<file path="config.mk">
export PLATFORM = sky130hd
export DESIGN_NAME = rv32_muldiv_iter
export DESIGN_NICKNAME = d
export VERILOG_FILES = /design/src/rtl/rv32_muldiv_iter.sv
export SDC_FILE = /design/constraint.sdc
export NUM_CORES = 1
export LEC_CHECK = 0
export BUFFER_PORTS_ARGS = -buffer_cell sky130_fd_sc_hd__buf_4
export CAP_MARGIN = 15
export CORE_MARGIN = 4
export CORE_UTILIZATION = 50
export CTS_CLUSTER_SIZE = 14
export DETAILED_ROUTE_END_ITERATION = 16
export GPL_TIMING_DRIVEN = 0
export PLACE_DENSITY = 0.69
export SLEW_MARGIN = 20
export SYNTH_ARGS = -nofsm -noshare
export SYNTH_HDL_FRONTEND = slang
export SYNTH_SLANG_ARGS = --single-unit
</file>
<file path="constraint.sdc">
create_clock -name clk_i -period 5.7 [get_ports clk_i]
set_input_delay 0.57 -clock clk_i [delete_from_list [all_inputs] [get_ports clk_i]]
set_output_delay 0.57 -clock clk_i [all_outputs]
set_load 0.01 [all_outputs]
</file>
<file path="src/rtl/rv32_muldiv_iter.sv">
// rv32_muldiv_iter: iterative RV32M multiply/divide with start/done handshake, kill and busy.
// The restoring divider is built only when RV32_MULDIV_DIV_EN is defined; otherwise ops 4-7 report err_o.
module rv32_muldiv_iter #(
   parameter int XLEN               = 32,
   parameter int MUL_BITS_PER_CYCLE = 2
) (
   input  logic            clk_i,
   input  logic            rst_n_i,
   input  logic            start_i,
   input  logic            kill_i,
   input  logic [2:0]      op_i,
   input  logic [4:0]      rd_i,
   input  logic [XLEN-1:0] operand_a_i,
   input  logic [XLEN-1:0] operand_b_i,
   output logic            ready_o,
   output logic            busy_o,
   output logic            done_o,
   output logic            err_o,
   output logic [XLEN-1:0] result_o,
   output logic [4:0]      rd_o
);
   localparam int K         = MUL_BITS_PER_CYCLE;
   localparam int MUL_ITERS = XLEN / K;
   localparam int CW        = $clog2(XLEN) + 1;

   typedef enum logic [2:0] {
      S_IDLE,
      S_MUL,
`ifdef RV32_MULDIV_DIV_EN
      S_DIV,
`endif
      S_FIXUP,
      S_DONE
   } state_t;

   state_t            r_state;
   state_t            w_state_next;
   logic              w_ready;
   logic              w_busy;
   logic              w_done;
   logic              w_accept;

   logic [2:0]        r_op;
   logic [4:0]        r_rd;
   logic [XLEN-1:0]   r_a;
   logic [2*XLEN-1:0] r_prod;
   logic              r_neg;
   logic [CW-1:0]     r_cnt;
   logic [XLEN-1:0]   r_result;
   logic              r_err;
   logic [4:0]        r_rd_out;

   logic              w_a_signed;
   logic              w_b_signed;
   logic              w_a_neg;
   logic              w_b_neg;
   logic [XLEN-1:0]   w_a_abs;
   logic [XLEN-1:0]   w_b_abs;

   logic [XLEN-1:0]   w_fix_result;
   logic              w_fix_err;
   logic [2*XLEN-1:0] w_prod_fix;

   always_comb begin
      w_a_signed = (op_i == 3'd0) || (op_i == 3'd1) || (op_i == 3'd2) ||
                   (op_i == 3'd4) || (op_i == 3'd6);
      w_b_signed = (op_i == 3'd0) || (op_i == 3'd1) || (op_i == 3'd4) || (op_i == 3'd6);
      w_a_neg    = w_a_signed && operand_a_i[XLEN-1];
      w_b_neg    = w_b_signed && operand_b_i[XLEN-1];
      w_a_abs    = w_a_neg ? (~operand_a_i + 1'b1) : operand_a_i;
      w_b_abs    = w_b_neg ? (~operand_b_i + 1'b1) : operand_b_i;
   end

   // Shift-add step: high half accumulates r_a times the low K multiplier bits, then shifts right by K.
   logic [XLEN+K-1:0] w_pp [0:K];
   logic [XLEN+K-1:0] w_mul_upper;
   logic [2*XLEN-1:0] w_mul_next;

   assign w_pp[0] = '0;
   for (genvar gi = 0; gi < K; gi++) begin : g_pp
      assign w_pp[gi+1] = w_pp[gi] + (r_prod[gi] ? ({{K{1'b0}}, r_a} << gi) : '0);
   end
   assign w_mul_upper = {{K{1'b0}}, r_prod[2*XLEN-1:XLEN]} + w_pp[K];
   assign w_mul_next  = {w_mul_upper, r_prod[XLEN-1:K]};

`ifdef RV32_MULDIV_DIV_EN
   // r_prod holds {remainder, quotient/dividend}; r_a holds |divisor|.
   logic              r_neg_rem;
   logic [XLEN:0]     w_div_shift;
   logic [XLEN:0]     w_div_diff;
   logic              w_div_ge;
   logic [2*XLEN-1:0] w_div_next;
   logic              w_div_zero;
   logic              w_ovf;
   logic              w_fast;

   assign w_div_shift = r_prod[2*XLEN-1:XLEN-1];
   assign w_div_diff  = w_div_shift - {1'b0, r_a};
   assign w_div_ge    = !w_div_diff[XLEN];
   assign w_div_next  = {(w_div_ge ? w_div_diff[XLEN-1:0] : w_div_shift[XLEN-1:0]),
                         r_prod[XLEN-2:0], w_div_ge};
   assign w_div_zero  = (operand_b_i == '0);
   assign w_ovf       = ((op_i == 3'd4) || (op_i == 3'd6)) &&
                        (operand_a_i == {1'b1, {(XLEN-1){1'b0}}}) && (&operand_b_i);
   assign w_fast      = w_div_zero || w_ovf;
`endif

   assign w_accept = start_i && w_ready && !kill_i;

   always_ff @(posedge clk_i or negedge rst_n_i) begin
      if (!rst_n_i) r_state <= S_IDLE;
      else          r_state <= w_state_next;
   end

   always_comb begin
      w_state_next = r_state;
      case (r_state)
         S_IDLE, S_DONE: begin
            if (!w_accept)      w_state_next = S_IDLE;
            else if (!op_i[2])  w_state_next = S_MUL;
`ifdef RV32_MULDIV_DIV_EN
            else if (!w_fast)   w_state_next = S_DIV;
`endif
            else                w_state_next = S_FIXUP;
         end
         S_MUL: begin
            if (kill_i)              w_state_next = S_IDLE;
            else if (r_cnt == '0)    w_state_next = S_FIXUP;
         end
`ifdef RV32_MULDIV_DIV_EN
         S_DIV: begin
            if (kill_i)              w_state_next = S_IDLE;
            else if (r_cnt == '0)    w_state_next = S_FIXUP;
         end
`endif
         S_FIXUP: w_state_next = kill_i ? S_IDLE : S_DONE;
         default: w_state_next = S_IDLE;
      endcase
   end

   always_comb begin
      w_ready = (r_state == S_IDLE) || (r_state == S_DONE);
      w_busy  = (r_state == S_MUL) || (r_state == S_FIXUP)
`ifdef RV32_MULDIV_DIV_EN
                || (r_state == S_DIV)
`endif
                ;
      w_done  = (r_state == S_DONE);
   end

   // Sign is applied to the full-width product so MULH* see the correct high half.
   always_comb begin
      w_prod_fix   = r_neg ? (~r_prod + 1'b1) : r_prod;
      w_fix_result = '0;
      w_fix_err    = 1'b0;
      case (r_op)
         3'd0:                w_fix_result = w_prod_fix[XLEN-1:0];
         3'd1, 3'd2, 3'd3:    w_fix_result = w_prod_fix[2*XLEN-1:XLEN];
`ifdef RV32_MULDIV_DIV_EN
         3'd4, 3'd5:          w_fix_result = w_prod_fix[XLEN-1:0];
         default:             w_fix_result = r_neg_rem ? (~r_prod[2*XLEN-1:XLEN] + 1'b1)
                                                       : r_prod[2*XLEN-1:XLEN];
`else
         default:             w_fix_err    = 1'b1;
`endif
      endcase
   end

   always_ff @(posedge clk_i or negedge rst_n_i) begin
      if (!rst_n_i) begin
         r_op      <= '0;
         r_rd      <= '0;
         r_a       <= '0;
         r_prod    <= '0;
         r_neg     <= 1'b0;
         r_cnt     <= '0;
         r_result  <= '0;
         r_err     <= 1'b0;
         r_rd_out  <= '0;
`ifdef RV32_MULDIV_DIV_EN
         r_neg_rem <= 1'b0;
`endif
      end else begin
         if (w_accept) begin
            r_op <= op_i;
            r_rd <= rd_i;
            if (!op_i[2]) begin
               r_a    <= w_a_abs;
               r_prod <= {{XLEN{1'b0}}, w_b_abs};
               r_neg  <= w_a_neg ^ w_b_neg;
               r_cnt  <= CW'(MUL_ITERS - 1);
            end else begin
`ifdef RV32_MULDIV_DIV_EN
               r_a   <= w_b_abs;
               r_cnt <= CW'(XLEN - 1);
               if (w_div_zero) begin
                  r_prod    <= {operand_a_i, {XLEN{1'b1}}};
                  r_neg     <= 1'b0;
                  r_neg_rem <= 1'b0;
               end else if (w_ovf) begin
                  r_prod    <= {{XLEN{1'b0}}, 1'b1, {(XLEN-1){1'b0}}};
                  r_neg     <= 1'b0;
                  r_neg_rem <= 1'b0;
               end else begin
                  r_prod    <= {{XLEN{1'b0}}, w_a_abs};
                  r_neg     <= w_a_neg ^ w_b_neg;
                  r_neg_rem <= w_a_neg;
               end
`else
               r_neg <= 1'b0;
`endif
            end
         end else if (r_state == S_MUL) begin
            r_prod <= w_mul_next;
            r_cnt  <= r_cnt - 1'b1;
`ifdef RV32_MULDIV_DIV_EN
         end else if (r_state == S_DIV) begin
            r_prod <= w_div_next;
            r_cnt  <= r_cnt - 1'b1;
`endif
         end else if ((r_state == S_FIXUP) && !kill_i) begin
            r_result <= w_fix_result;
            r_err    <= w_fix_err;
            r_rd_out <= r_rd;
         end
      end
   end

   assign ready_o  = w_ready;
   assign busy_o   = w_busy;
   assign done_o   = w_done;
   assign err_o    = r_err;
   assign result_o = r_result;
   assign rd_o     = r_rd_out;
endmodule
</file>
* Word-level counts from Yosys, hierarchy flattened *
Index checks and enable logic that the tools add are counted.

storage, ports and cells
  register bits after elaboration = 152
  bits of input ports = 76
  output and inout port bits = 41
  word-level logic and storage cells = 80

cells by class
  add/subtract/negate cells = 6
  equality and inequality tests = 12
  muxes and demuxes = 20
  bitwise logic cells = 7
  reductions and logical operators = 25

operators with widths
  kind                                                 number
  two-way mux 64 bit                                   4
  two-way mux 32 bit                                   3
  adder 32 x 1 -> 32 bit, second input constant        2
  adder 64 x 1 -> 64 bit, second input constant        1
  inverter 32 bit                                      2
  inverter 64 bit                                      1
  one-hot mux 32 bit (2 select lines)                  1
  adder 32 x 33 -> 34 bit                              1
  adder 32 x 34 -> 34 bit                              1
  two-way mux 33 bit                                   1
  two-way mux 6 bit                                    3
  equality test 3 x 2 -> 1 bit, second input constant  5
  equality test 3 x 1 -> 1 bit, second input constant  3
  logical NOT 3 bit                                    3
  one-hot mux 3 bit (3 select lines)                   1
  logical OR 1 bit                                     8
  equality test 3 bit, second input constant           2
  logical NOT 6 bit                                    1
  two-way mux 2 bit                                    3
  two-way mux 3 bit                                    2
  subtractor 6 x 1 -> 6 bit, second input constant     1
  logical AND 1 bit                                    5
  AND reduction 2 bit                                  2
  OR reduction 4 bit                                   1
  10 further kinds                                     13

* Depth between registers and ports, before layout *
  depth in word-level cells = 8
  gate-level depth with buffers = 16
  gate-level depth less buffers = 14

* Least setup slack after synthesis *
Ideal clock, no wire load.

  path kind = register to register
  start = reg r_prod[1]
  end = reg r_prod[62]
  library setup time = 0.136 ns
  arrival time = 3.436 ns
  required time = 5.564 ns
  setup slack = 2.128 ns
  stages on the path, launching flop included = 14
  path buffers = 2
  cell sequence = dfrtp_1 clkbuf_1 clkbuf_1 and2_1 fa_1 ha_1 and3_1 a211oi_1 a21oi_1 nor3_1 o221ai_1 o31ai_1 mux2i_1 o211ai_1

on the way
  word-level cells in the longest chain between the ends = 5

RTL lines
  what                      RTL line  text
  start: declaration        46        logic [2*XLEN-1:0] r_prod;
  start signal: assignment  189       r_prod <= {{XLEN{1'b0}}, w_b_abs};
  start signal: assignment  214       r_prod <= w_mul_next;
  two-way mux 33 bit        81        assign w_pp[gi+1] = w_pp[gi] + (r_prod[gi] ? ({{K{1'b0}}, r_a} << gi) : '0);
  adder 32 x 33 -> 34 bit   81
  adder 32 x 34 -> 34 bit   83        assign w_mul_upper = {{K{1'b0}}, r_prod[2*XLEN-1:XLEN]} + w_pp[K];
  two-way mux 64 bit        213       end else if (r_state == S_MUL) begin
  two-way mux 64 bit        184       if (w_accept) begin

Every way passes these cells. The select of a mux whose other input is x is not followed.
A chain may end at the register's enable or synchronous reset.

* Worst setup path in the final report *
Same ends and word-level chain as after synthesis.

==> impl_metrics.csv <==
group,metric,value,unit
worst_setup_path,crit_path_end_kind,"flip-flop",
yosys,synth_compound_area_share,20.53,%
yosys,synth_nets,1458,
yosys,synthAdderAreaFrac,10.22,%
detailed_routing,vias_per_cell,6.012,
clocking,postCtsHoldBufs,0,
yosys,synth_top_area_share,33.48,%
worst_setup_path,critical_path_buf_inv_count,3,
yosys,synth_xor_area_share,11.41,%
final_layout,fillers,1970,
worst_setup_path,crit_family,"compound AO/OA/AOI/OAI gates",
clocking,cts_buffers,17,
sta,period_share,84.80,%
final_layout,drive_above_1_share,11.93,%
yosys,syn_area,11280,sq um
sta,max_freq,0.2069,GHz
final_layout,syn2layout_area_growth,16.95,%
yosys,syn_avg_cell_area,8.621,sq um
sta,fin_tns_setup,0,ns
floorplan,die_x,158.2,um
yosys,yosysSeqAreaShare,33.48,%
global_route,grt_max_degree,98,
floorplan,fp.dieArea,25040,sq um
global_route,grt_usage,28.89,%
worst_setup_path,required,5.99,ns
sta,min_period,4.834,ns
sta,drv_slew,0,
worst_setup_path,critPathLaunchType,"flip-flop",
worst_setup_path,crit_top_cell,"clkbuf_1",
yosys,synth_top_family_by_area,"compound AO/OA/AOI/OAI gates",
yosys,ys_async_sr_fraction,100.0,%
yosys,yosysWarnings,0,
pwr,ir_drop,0.2655,mV
clocking,cts_tree,"built",
yosys,yosys.area.top_type,"dfrtp_1",
outcome,status,"finished clean",
global_route,first_global_vias,10210,
sta,hold_violations,0,
final_layout,layout.nets,1594,
sta,clock_skew,0.01188,ns
floorplan,fp.dieH,158.2,um
final_layout,n_antenna_cell,0,
worst_hold_path,hold_class,"in -> async",
yosys,ys_types,66,
yosys,synth_area_leaders,"dfrtp_1, o21ai_0, xor2_1",
floorplan,initial_core_util,51.23,%
clocking,htree_num_levels,4,
worst_setup_path,crit_slowest_cell,"clkbuf_1",
pwr,power_density,526.9,nW/um^2
place,postPlaceCellArea,12540,sq um
floorplan,ios,117,
place,place_ws,1.071,ns
worst_setup_path,arrival,5.13,ns
sta,hold_ws,0.04345,ns
yosys,synth_top_flop_cell,"dfrtp_1",
clocking,cts_setup_buffers,0,
sta,max_slew_margin,28.33,%
yosys,synth_simple_gate_area_share,20.12,%
final_layout,final_area,13200,sq um
detailed_routing,drt_wl_total,35240,um
sta,worst_pin_slew,1.065,ns
floorplan,coreArea,22030,sq um
final_layout,final_core_util,59.92,%
global_route,grt_overflow,0,
place,io_buffer_count,116,
worst_setup_path,crit_path_max_incr_delay,0.55,ns
detailed_routing,drtIter0Drc,1123,
clocking,clkTransAtPathRegs,0.07,ns
pwr,power_leakage,5.750,nW
detailed_routing,antenna_left,0,
flow_run,drv_cap,0,
floorplan,rows,54,
worst_setup_path,path_cells,"clkbuf_1 -> clkbuf_1 -> nand2_1 -> fa_1 -> inv_1 -> ha_1 -> a21o_1 -> a211oi_1 -> a21oi_1 -> nor3_1 -> o221ai_1 -> o31ai_1 -> mux2i_1 -> o211ai_1",
sta,setup_viol,0,
worst_setup_path,crit_type,"reg -> reg",
sta,setup_ws,0.8662,ns
final_layout,final_cell_mix,"nand2_1, dfrtp_1, o21ai_0, buf_4, xor2_1",
detailed_routing,route.detailed.drc,0,
yosys,synthCells,1309,
yosys,ys_seq_elements,151,
place,gp_congestion,0.9684,
clocking,cts-resized-gates,0,
sta,rsz0062_at_grt,"false",
global_route,grt_pass1_wl,56190,um
yosys,synth_edf_count,0,
clocking,max-clock-path-buffers,2,
clocking,clk_latency,0.43,ns
yosys,muxShareOfSynthArea,1.042,%
clocking,root_buffer,"clkbuf_16",
worst_setup_path,critPathMaxFanout,10,
detailed_routing,vias,10450,
detailed_routing,wl_per_cell,20.28,um
detailed_routing,dr.pass1.iters,6,
place,place_hpwl,27820,um
clocking,cts_sinks,151,
global_route,antenna_found_initial,0,
final_layout,final_common_cell,"nand2_1",
-- sequential cells by signal (all words and copies together), names as in the netlist --
name and flops:
r_prod 64, r_a 32, result_o 32, r_cnt 6
r_rd 5, rd_o 5, r_op 3, r_state 2
err_o 1, r_neg 1
-- worst paths after layout --
check	start	end	slack, ns	depth (start not counted)
setup / recovery	r_prod[1]	r_prod[62]	0.87	14
hold / removal	rst_n_i	r_state[0]	0.04	1
setup reg to reg	r_prod[1]	r_prod[62]	0.87	14
hold reg to reg	r_rd[1]	r_rd[1]	0.47	2
max in group asynchronous	rst_n_i	r_a[26]	4.84	2
min in group clk_i	rd_i[3]	r_rd[3]	0.32	3
-- cells in the mapped netlist (8+ instances only) --
master / instances
nor2_1: 62
or3_1: 21
a21o_1: 9
and3_1: 8
dfrtp_1: 151
o21ai_0: 147
a22oi_1: 25
nor3_1: 28
nand2_1: 179
o21a_1: 9
and2_1: 68
nand3_1: 19
o41ai_1: 9
a21oi_1: 74
xnor2_1: 63
nand2b_1: 11
fa_1: 32
ha_1: 41
o31ai_1: 28
a31oi_1: 11
inv_1: 22
clkbuf_1: 64
xor2_1: 84
nor4_1: 14
o221ai_1: 15
or4_1: 11
-- per-stage QoR --
stage / total power (W) / std cells
CTS: 0.006912 / 1738
global placement: 0.005546 / 1705
finish: 0.006954 / 1738
global route: 0.007466 / 1738
detailed placement: 0.005615 / 1706
floorplan: 0.004352 / 1309
-- final cells by class --
type | count | area, sq um | area share, %
clock buffer | 19 | 442.9 | 3.356
sequential | 151 | 3779 | 28.63
timing repair buffer | 117 | 905.9 | 6.864
multi-input combinational | 1064 | 7147 | 54.15
inverter | 23 | 86.33 | 0.6542
tap | 280 | 350.3 | 2.655
clock inverter | 13 | 214.0 | 1.621
buffer | 71 | 272.8 | 2.067
-- cells by family (layout without fill, tap and decap cells) --
group / count (synthesis) / after routing
AO/OA/AOI/OAI: 374 / 374
XOR/XNOR: 147 / 147
adder cells (fa/ha/maj): 73 / 73
buffers and inverters: 94 / 243
flip-flops: 151 / 151
multiplexers: 11 / 11
AND/OR/NAND/NOR: 459 / 459
-- power by group --
| part | internal, W | total (W) | switching [W] | leakage [nW] |
|---|---|---|---|---|
| sequential | 0.00152 | 0.00210 | 0.000580 | 1.92 |
| clock | 0.000795 | 0.00128 | 0.000490 | 0.315 |
| combinational | 0.00143 | 0.00357 | 0.00214 | 3.51 |
| total | 0.00374 | 0.00695 | 0.00321 | 5.75 |
-- layer usage --
metal,global-route usage (%),part of all wire (%),vias up
li1,-,-,4916
met4,10.52,3.1,0
met1,41.91,45,5059
met3,4.948,7.5,62
met2,43.55,44,412
met5,0,0,-
Note: power is estimated with default switching activity, not from simulation.
